==> src/rtl/seq_digit_adder.sv <==
// seq_digit_adder: multi-cycle add/sub of WIDTH-bit operands, DIGIT bits per clock, start/ready/done handshake
module seq_digit_adder #(
  parameter int WIDTH = 8,
  parameter int DIGIT = 2
) (
  input  logic             clk,
  input  logic             rst,
  input  logic             start_i,
  input  logic             sub_i,
  input  logic [WIDTH-1:0] a_i,
  input  logic [WIDTH-1:0] b_i,
  input  logic             c_in_i,
  output logic             ready_o,
  output logic             done_o,
  output logic [WIDTH-1:0] sum_o,
  output logic             c_out_o,
  output logic             ovf_o
);
  localparam int N  = WIDTH / DIGIT;
  localparam int CW = N > 1 ? $clog2(N) : 1;
  if (WIDTH < 1 || DIGIT < 1 || DIGIT > WIDTH || (WIDTH % DIGIT) != 0) begin : g_bad_params
    $error("seq_digit_adder: need 1 <= DIGIT <= WIDTH and WIDTH %% DIGIT == 0");
  end
  typedef enum logic [1:0] {IDLE, RUN, DONE} state_t;
  state_t            state_q;
  logic [CW-1:0]     cnt_q;
  logic [WIDTH-1:0]  a_q, b_q, res_q, res_d, sum_q;
  logic              cy_q, cy_d, cout_q, ovf_q, done_q, last;
  logic [DIGIT-1:0]  dig_d;
  always_comb begin
    {cy_d, dig_d} = {1'b0, a_q[cnt_q*DIGIT +: DIGIT]} + {1'b0, b_q[cnt_q*DIGIT +: DIGIT]}
                  + (DIGIT+1)'(cy_q);
    res_d = res_q;
    res_d[cnt_q*DIGIT +: DIGIT] = dig_d;
    last = cnt_q == CW'(N - 1);
  end
  // b_q holds the already-inverted operand in subtract mode so RUN is a plain add
  always_ff @(posedge clk) begin
    if (rst) begin
      state_q <= IDLE;
      cnt_q   <= '0;
      a_q     <= '0;
      b_q     <= '0;
      cy_q    <= 1'b0;
      res_q   <= '0;
      sum_q   <= '0;
      cout_q  <= 1'b0;
      ovf_q   <= 1'b0;
      done_q  <= 1'b0;
    end else begin
      done_q <= 1'b0;
      case (state_q)
        IDLE: if (start_i) begin
          a_q     <= a_i;
          b_q     <= sub_i ? ~b_i : b_i;
          cy_q    <= sub_i ^ c_in_i;
          cnt_q   <= '0;
          state_q <= RUN;
        end
        RUN: begin
          res_q <= res_d;
          cy_q  <= cy_d;
          cnt_q <= last ? '0 : cnt_q + CW'(1);
          if (last) begin
            state_q <= DONE;
            sum_q   <= res_d;
            cout_q  <= cy_d;
            ovf_q   <= cy_d ^ a_q[WIDTH-1] ^ b_q[WIDTH-1] ^ res_d[WIDTH-1];
            done_q  <= 1'b1;
          end
        end
        default: state_q <= IDLE;
      endcase
    end
  end
  assign ready_o = state_q == IDLE;
  assign done_o  = done_q;
  assign sum_o   = sum_q;
  assign c_out_o = cout_q;
  assign ovf_o   = ovf_q;
endmodule

==> config.mk <==
export PLATFORM = sky130hd
export DESIGN_NAME = seq_digit_adder
export DESIGN_NICKNAME = d
export VERILOG_FILES = /design/src/rtl/seq_digit_adder.sv
export SDC_FILE = /design/constraint.sdc
export NUM_CORES = 1
export LEC_CHECK = 0
export CAP_MARGIN = 20
export CORE_MARGIN = 2
export CORE_UTILIZATION = 50
export DETAILED_ROUTE_END_ITERATION = 10
export PLACE_DENSITY = 0.76
export SLEW_MARGIN = 20
export SYNTH_ARGS = -nofsm -noshare
export SYNTH_HDL_FRONTEND = slang
export SYNTH_SLANG_ARGS = --single-unit
==> constraint.sdc <==
create_clock -name clk -period 3.7 [get_ports clk]
set_clock_uncertainty 0.1 [all_clocks]
set_input_delay 1.11 -clock clk [delete_from_list [all_inputs] [get_ports clk]]
set_output_delay 1.11 -clock clk [all_outputs]
set_load 0.02 [all_outputs]
Word-level counts from Yosys, hierarchy flattened. Index checks and enable logic that the tools add are counted.

Shift-type cells: 4. Bitwise operators: 6. Equal/unequal tests: 4. Reduce and logical (&&, ||, !) cells: 7. Multiplexer cells: 11. Add/subtract/negate cells: 4.

Operator list (count): $neg 3->34 (1); $shift 2x34->8 const A (1); $shiftx 2x34->8 (1); $shiftx 8x4->2 (2); $bwmux 8 (1); $mux 2 (4); $mux 8 (1); $not 8->8 (1); $pmux 2 s2 (2); $reduce_and 2->1 (4); $ne 2x2->1 const B (2); $xor 1x1->1 (4); $add 2x2->3 (1); $add 3x1->3 (1); $add 2x1->2 const B (1); $eq 2x1->1 const B (1); $eq 2x2->1 const B (1); $logic_not 2->1 (1); $mux 1 (2); $pmux 1 s2 (1); $reduce_bool 2->1 (1); $reduce_or 2->1 (1); $not 1->1 (1).

Output and inout port bits: 12. Logic and storage cells: 46. Input port bits: 21. Register bits: 40.

Longest topological paths before layout. Gate-level depths: netlist (run 1).

Depth in word-level cells: 6. Gate-level depth with buffers: 8.

Worst setup path after synthesis (run 1). No wires, ideal clock.

Path kind: reg2reg. Start point: register cnt_q[0]. End point: register ovf_q, in the netlist ovf_o. Arrival time: 2657 ps. Slack: 829 ps. Stages on the path, launching flop included: 9. Setup time: 114 ps. Buffers on the path: 1. Cells stage by stage: dfxtp_1 -> buf_2 -> mux4_2 -> fa_1 -> fa_1 -> nor2b_1 -> a31oi_2 -> xnor2_1 -> a21o_1.

Word-level cells in the longest chain between the ends: 6. Elaborated cells on any way between the ends: 13. Those cells by class: add/sub: 3; eq/ne: 1; shift: 4; mux: 1; bitwise: 3; reduce/logical: 1.

RTL lines: start: declaration (RTL line 26) `logic [CW-1:0] cnt_q;`; start signal: assignment (RTL line 63) `cnt_q <= last ? '0 : cnt_q + CW'(1);`; $shiftx 8x4->2 (RTL line 31) `{cy_d, dig_d} = {1'b0, a_q[cnt_q*DIGIT +: DIGIT]} + {1'b0, b_q[cnt_q*DIGIT +: DIGIT]}`; $add 2x2->3 (RTL line 31); $add 3x1->3 (RTL line 32) `+ (DIGIT+1)'(cy_q);`; $shiftx 2x34->8 or $xor 1x1->1 (tied branches) (RTL line 34, 68); $bwmux 8 or $xor 1x1->1 (tied branches) (RTL line 34, 68); $xor 1x1->1 (RTL line 68) `ovf_q <= cy_d ^ a_q[WIDTH-1] ^ b_q[WIDTH-1] ^ res_d[WIDTH-1];`; end signal: assignment (RTL line 68); end: declaration (RTL line 28) `logic cy_q, cy_d, cout_q, ovf_q, done_q, last;`.

Several ways; a longest one is shown, not always the timed one. A chain may end at the register's enable or synchronous reset.

Worst setup path in the final report (run 1). Ends and elaborated chain as after synthesis.

==> run summary, run 1 <==
First-pass GRT wire length -> 6110 microns
Setup CP Type -> reg -> reg
Top Ports -> 33
Setup TNS -> 0 ps
Initial antenna violation count -> 0
Synth Warn # -> 0
Hold_buf cts -> 0
Most frequent cell on the critical path -> fa_1
Critical Path, Cell by Cell -> mux4_2 > fa_1 > fa_1 > nor2b_1 > a31oi_2 > xnor2_1 > a21o_1
Sequential cell area fraction in the yosys report -> 42.6%
Placed Cells -> 274
Worst Reg-to-Reg Cells -> 7
Postcts setup bufs -> 0
Post-synth EDFFs -> 0
Vias/cell -> 5.16
DR iter-0 viols -> 63
Area leader, netlist -> dfxtp_1
Worst Path Buf+Inv -> 0
Worst Max-Slew Pin Slew -> 506 ps
Syn nets -> 230
Max-slew violation count -> 0
Ys flop type -> dfxtp_1
Worst VDD drop -> 0.420 mV
Final Hold Viols -> 0
Synth cell types -> 33
Type of the tightest min-delay check -> reg -> reg
Critical Path RT -> 3800 ps
Worst-path maximum fanout -> 4
Number of diodes -> 0
Row count -> 22
Post-DP HPWL -> 2660 microns
Die width -> 65.3 microns
# port buffers -> 32
Vias in the first global route -> 1328
RSZ-0062 raised after global routing -> false
Average size of a mapped cell -> 9.35 sq um
Pwr Density -> 438 mW/mm^2
WP data arrival -> 3020 ps
Setup crit start -> cnt_q[0]$_SDFFE_PP0P_
H-Tree Depth -> 2
Ratio of cells with drive above 1 in the final layout -> 9.40%
Largest net degree at the start of global routing -> 20
Crit path to -> ovf_o$_SDFFE_PP0P_
Crit path max-delay cell type -> mux4_2
Drt drc -> 0
Clk Latency, worst-skew pair -> 300 ps
Clock Pin Slew Worst Setup and Hold Paths -> 70 ps
Nets@finish -> 262
Worst reg2reg endpoint -> ovf_o$_SDFFE_PP0P_
# resized after CTS -> 0
Die height -> 65.3 microns
Overflow left after global routing -> 0
Root Buffer -> clkbuf_8
Crit. End Element -> register
Avg WL per Cell -> 12.6 microns
Reg2reg setup slack -> 780 ps
#FFs+latches synth -> 40
RR Startpoint -> cnt_q[0]$_SDFFE_PP0P_
Slew headroom -> 66.1%
Max-cap violation count -> 0
Number of fill cells -> 329
Status -> completed
Core ar. -> 0.00363 sq mm
Leakage power -> 0.867 nW
Final ANT Viol Nets -> 0
DRT Wirelength -> 3550 microns
Synth area leaders -> dfxtp_1 (43%), a211oi_1 (8.4%), nor2_1 (7.0%)
Bufs on Longest Clock Path -> 2
Final Wtd Congestion -> 0.792
Setup violators final -> 0
Tot GR Track Use -> 19.2%
Post-synth ARST share -> 0%
HP Start -> a_q[0]$_SDFFE_PP0P_
Initial Util -> 51.7%
Cell family with most CP delay -> adder cells
Setup crit start kind -> register
Area growth, synth to finish -> 24.6%
CTS tree -> built
Synth top area share -> 42.6%
Vias -> 1456
Critical Path Max Stage Delay -> 560 ps
Syn Inst Count -> 201
Total CTS buffers -> 5
Fin crit share -> 78.8%
Fin crit period -> 2920 ps
Total die area -> 0.00426 sq mm
Final cell count without fillers -> 282
Clock sink count -> 40
Min Hold Slack -> 355 ps
Synthesized area -> 0.00188 sq mm
Fmax achieved -> 343 MHz
DRT Pass-1 Iters -> 4
Worst path depth -> 7
## tightest hold or removal path, cell delays in order (launching register included)
cell     delay, ps
dfxtp_1        310
nand2_1         50
a21oi_1         50
## how the worst min path moves through the flow
stage | to | cells after the start
3_5_place_dp | a_q[0]$_SDFFE_PP0P_ | 2
6_report | a_q[0]$_SDFFE_PP0P_ | 2
2_1_floorplan | a_q[4]$_SDFFE_PP0P_ | 2
5_1_grt | a_q[5]$_SDFFE_PP0P_ | 2
3_3_place_gp | a_q[6]$_SDFFE_PP0P_ | 2
4_1_cts | a_q[0]$_SDFFE_PP0P_ | 2
## report_power, final
group / internal [W] / total (W) / switching [W]
sequential: 0.000455 / 0.000470 / 0.0000157
combinational: 0.0000827 / 0.000165 / 0.0000821
clock: 0.000238 / 0.000390 / 0.000152
total: 0.000775 / 0.00103 / 0.000250
## cell type report
cell class	instances	area [sq um]	area share [%]
well taps	48	60.1	2.57
multi-input cells	147	988	42.2
clock inverters	1	30.0	1.28
flip-flops and latches	40	801	34.2
clock buffers	7	96.3	4.12
inverters	2	7.51	0.321
repair buffers	37	358	15.3
## state kept, by name, indices dropped and copies added, names as in the netlist
name	count
sum_o	8
a_q	8
res_q	8
b_q	8
ovf_o	1
state_q	2
c_out_o	1
cnt_q	2
done_o	1
cy_q	1
## through the flow
step | total power (W) | worst slack (ps) | area, sq um | utilization (%)
after floorplan | 0.000594 | 829 | 1880 | -
after global placement | 0.000643 | 782 | 2210 | 61.0
after detailed placement | 0.000646 | 756 | 2210 | 61.0
after CTS | 0.00104 | 742 | 2340 | 64.4
after global routing | 0.00108 | 606 | 2340 | 64.4
final | 0.00103 | 783 | 2340 | 64.4
## cell usage in the layout (no fill, tap or decap), types with 2 or more instances in the layout
cell / netlist / layout
nor3_1: 3 / 3
a21oi_1: 11 / 11
clkdlybuf4s50_1: 0 / 32
xnor2_1: 11 / 11
clkbuf_8: 0 / 7
nand2_1: 21 / 21
a211oi_1: 21 / 21
a31oi_1: 3 / 3
fa_1: 2 / 2
mux4_2: 4 / 4
nor2b_1: 13 / 13
ha_1: 6 / 6
a41oi_1: 3 / 3
dfxtp_1: 40 / 40
inv_1: 2 / 2
nor2_1: 35 / 35
buf_4: 0 / 5
## per-layer routing
layer	up-vias	share of wire (%)	global-route usage, %
li1	764	-	-
met1	654	46	23.9
met2	34	48	30.5
met3	4	4.5	7.71
met4	0	1.4	6.25
met5	-	0	0
## cells in the mapped netlist (all sizes together), types with 2 or more instances
library cell  number
a211oi            22
a21oi             11
a31oi              4
a41oi              3
buf               10
clkbuf             2
dfxtp             40
fa                 2
ha                 6
inv                2
mux4               4
nand2             21
nor2              36
nor2b             13
nor3               3
nor3b              2
xnor2             11
## logic make-up (layout without fill, tap and decap cells)
group	after synthesis	count (layout)	synth area share [%]
buffers and inverters	14	47	4.79
multiplexers	4	4	4.79
AND/OR/NAND/NOR	79	79	19.2
XOR/XNOR	12	12	5.59
flip-flops	40	40	42.6
AO/OA/AOI/OAI	44	44	16.8
adder cells (fa/ha/maj)	8	8	6.13
No activity file was read; power rests on OpenSTA's default activity.
==> inputs of run 2 (changes only) <==
==> constraint.sdc (replaced) <==
create_clock -name clk -period 2.91 [get_ports clk]
set_clock_uncertainty 0.1 [all_clocks]
set_input_delay 0.873 -clock clk [delete_from_list [all_inputs] [get_ports clk]]
set_output_delay 0.873 -clock clk [all_outputs]
set_load 0.02 [all_outputs]
==> run summary, run 2 (synthesis gave the netlist of run 1 again) <==
Number of fill cells -> 316
Worst Reg-to-Reg Cells -> 7
Most frequent cells in the layout -> dfxtp_1 (39), nor2_1 (35), clkdlybuf4s50_1 (32)
Die width -> 65.3 microns
Bufs on Longest Clock Path -> 2
Gr busiest metal -> met2
Setup crit start kind -> register
Final ANT Viol Nets -> 0
Max-cap violation count -> 0
Final cell count without fillers -> 284
Placed Cells -> 276
Worst-path maximum fanout -> 4
Min Hold Slack -> 361 ps
Met2 Use GR -> 32.7%
DRT Pass-1 Iters -> 4
Total die area -> 0.00426 sq mm
Fmax achieved -> 362 MHz
Ratio of cells with drive above 1 in the final layout -> 10.6%
Worst VDD drop -> 0.325 mV
Type of the tightest min-delay check -> reg -> reg
Avg WL per Cell -> 12.3 microns
RSZ-0062 raised after global routing -> false
Final Wtd Congestion -> 0.791
Drt drc -> 0
Status -> completed
Critical Path RT -> 2990 ps
H-Tree Depth -> 2
Leakage power -> 0.878 nW
WP data arrival -> 2850 ps
Area growth, synth to finish -> 25.4%
Met1 usage -> 21.6%
Overflow left after global routing -> 0
Nets@finish -> 264
# port buffers -> 32
Setup CP Type -> reg -> reg
Fin crit share -> 95.0%
Worst Max-Slew Pin Slew -> 689 ps
Largest net degree at the start of global routing -> 24
Final Hold Viols -> 0
Root Buffer -> clkbuf_8
DR iter-0 viols -> 76
Number of diodes -> 0
Post-DP HPWL -> 2640 microns
Met3 Usage GRT -> 4.45%
Setup TNS -> 0 ps
Hold Path Cell Cnt -> 2
Vias -> 1470
Die height -> 65.3 microns
Clock sink count -> 40
Row count -> 22
Hold_buf cts -> 0
Fin crit period -> 2760 ps
Total CTS buffers -> 5
Top Ports -> 33
Crit. End Element -> register
Slew headroom -> 54.0%
Vias/cell -> 5.18
Setup violators final -> 0
CTS tree -> built
Layout Utilization -> 64.9%
Clk Latency, worst-skew pair -> 290 ps
Most common cell after layout, fill and taps aside -> dfxtp_1
First-pass GRT wire length -> 6200 microns
Vias in the first global route -> 1442
Initial antenna violation count -> 0
Core ar. -> 0.00363 sq mm
DRT Wirelength -> 3500 microns
Max-slew violation count -> 0
Initial Util -> 51.7%
Tot GR Track Use -> 18.8%
Clock Pin Slew Worst Setup and Hold Paths -> 80 ps
Pwr Density -> 550 mW/mm^2
-- run 2: cell count changes in the layout (fill, tap and decap cells not counted), sizes merged --
cell | before | now
buf | 5 | 7
-- run 2: where the power goes --
group          switching [W]  leakage (nW)  internal [W]
registers          0.0000202         0.328      0.000578
clock network       0.000184        0.0645      0.000303
logic               0.000104         0.486      0.000106
-- run 2: path summary, 6_finish.rpt --
path / from / to / slack, ps
min reg2reg: c_out_o$_SDFFE_PP0P_ / c_out_o$_SDFFE_PP0P_ / 360
max: cnt_q[0]$_SDFFE_PP0P_ / ovf_o$_SDFFE_PP0P_ / 150
max reg2reg: cnt_q[0]$_SDFFE_PP0P_ / ovf_o$_SDFFE_PP0P_ / 150
min: c_out_o$_SDFFE_PP0P_ / c_out_o$_SDFFE_PP0P_ / 360
-- run 2: layout make-up --
cell class / count / area [sq um] / share of cell area, %
Clock buffer: 7 / 96.3 / 4.09
Clock inverter: 1 / 30.0 / 1.27
Inverter: 2 / 7.51 / 0.318
Multi-Input combinational cell: 147 / 988 / 41.9
Sequential cell: 40 / 802 / 34.0
Tap cell: 48 / 60.1 / 2.55
Timing Repair Buffer: 39 / 373 / 15.8
-- run 2: critical path: stages, from the launching register on --
cell and delay [ps]:
dfxtp_2 390, mux4_2 530, fa_1 420, fa_1 540, nor2b_1 220, a31oi_2 150
xnor2_1 150, a21o_1 180
-- run 2: through the flow --
step	cell area (sq um)	worst slack (ps)	total power [W]
2_1_floorplan	1880	39.1	0.000756
3_3_place_gp	2230	129	0.000817
3_5_place_dp	2230	73.7	0.000822
4_1_cts	2360	57.8	0.00131
5_1_grt	2360	4.38	0.00136
6_report	2360	146	0.00130
-- run 2: per-layer routing --
| layer | vias to the layer above | routed length [microns] |
|---|---|---|
| met2 | 32 | 1710 |
| met4 | 0 | 73 |
| met3 | 8 | 117 |
| met1 | 664 | 1600 |
| met5 | - | 0 |
| li1 | 766 | - |
-- run 2: what timing repair did --
action,in CTS,in global routing
gates resized for setup,0,1
buffers inserted,0,0
setup endpoints to repair,0,2
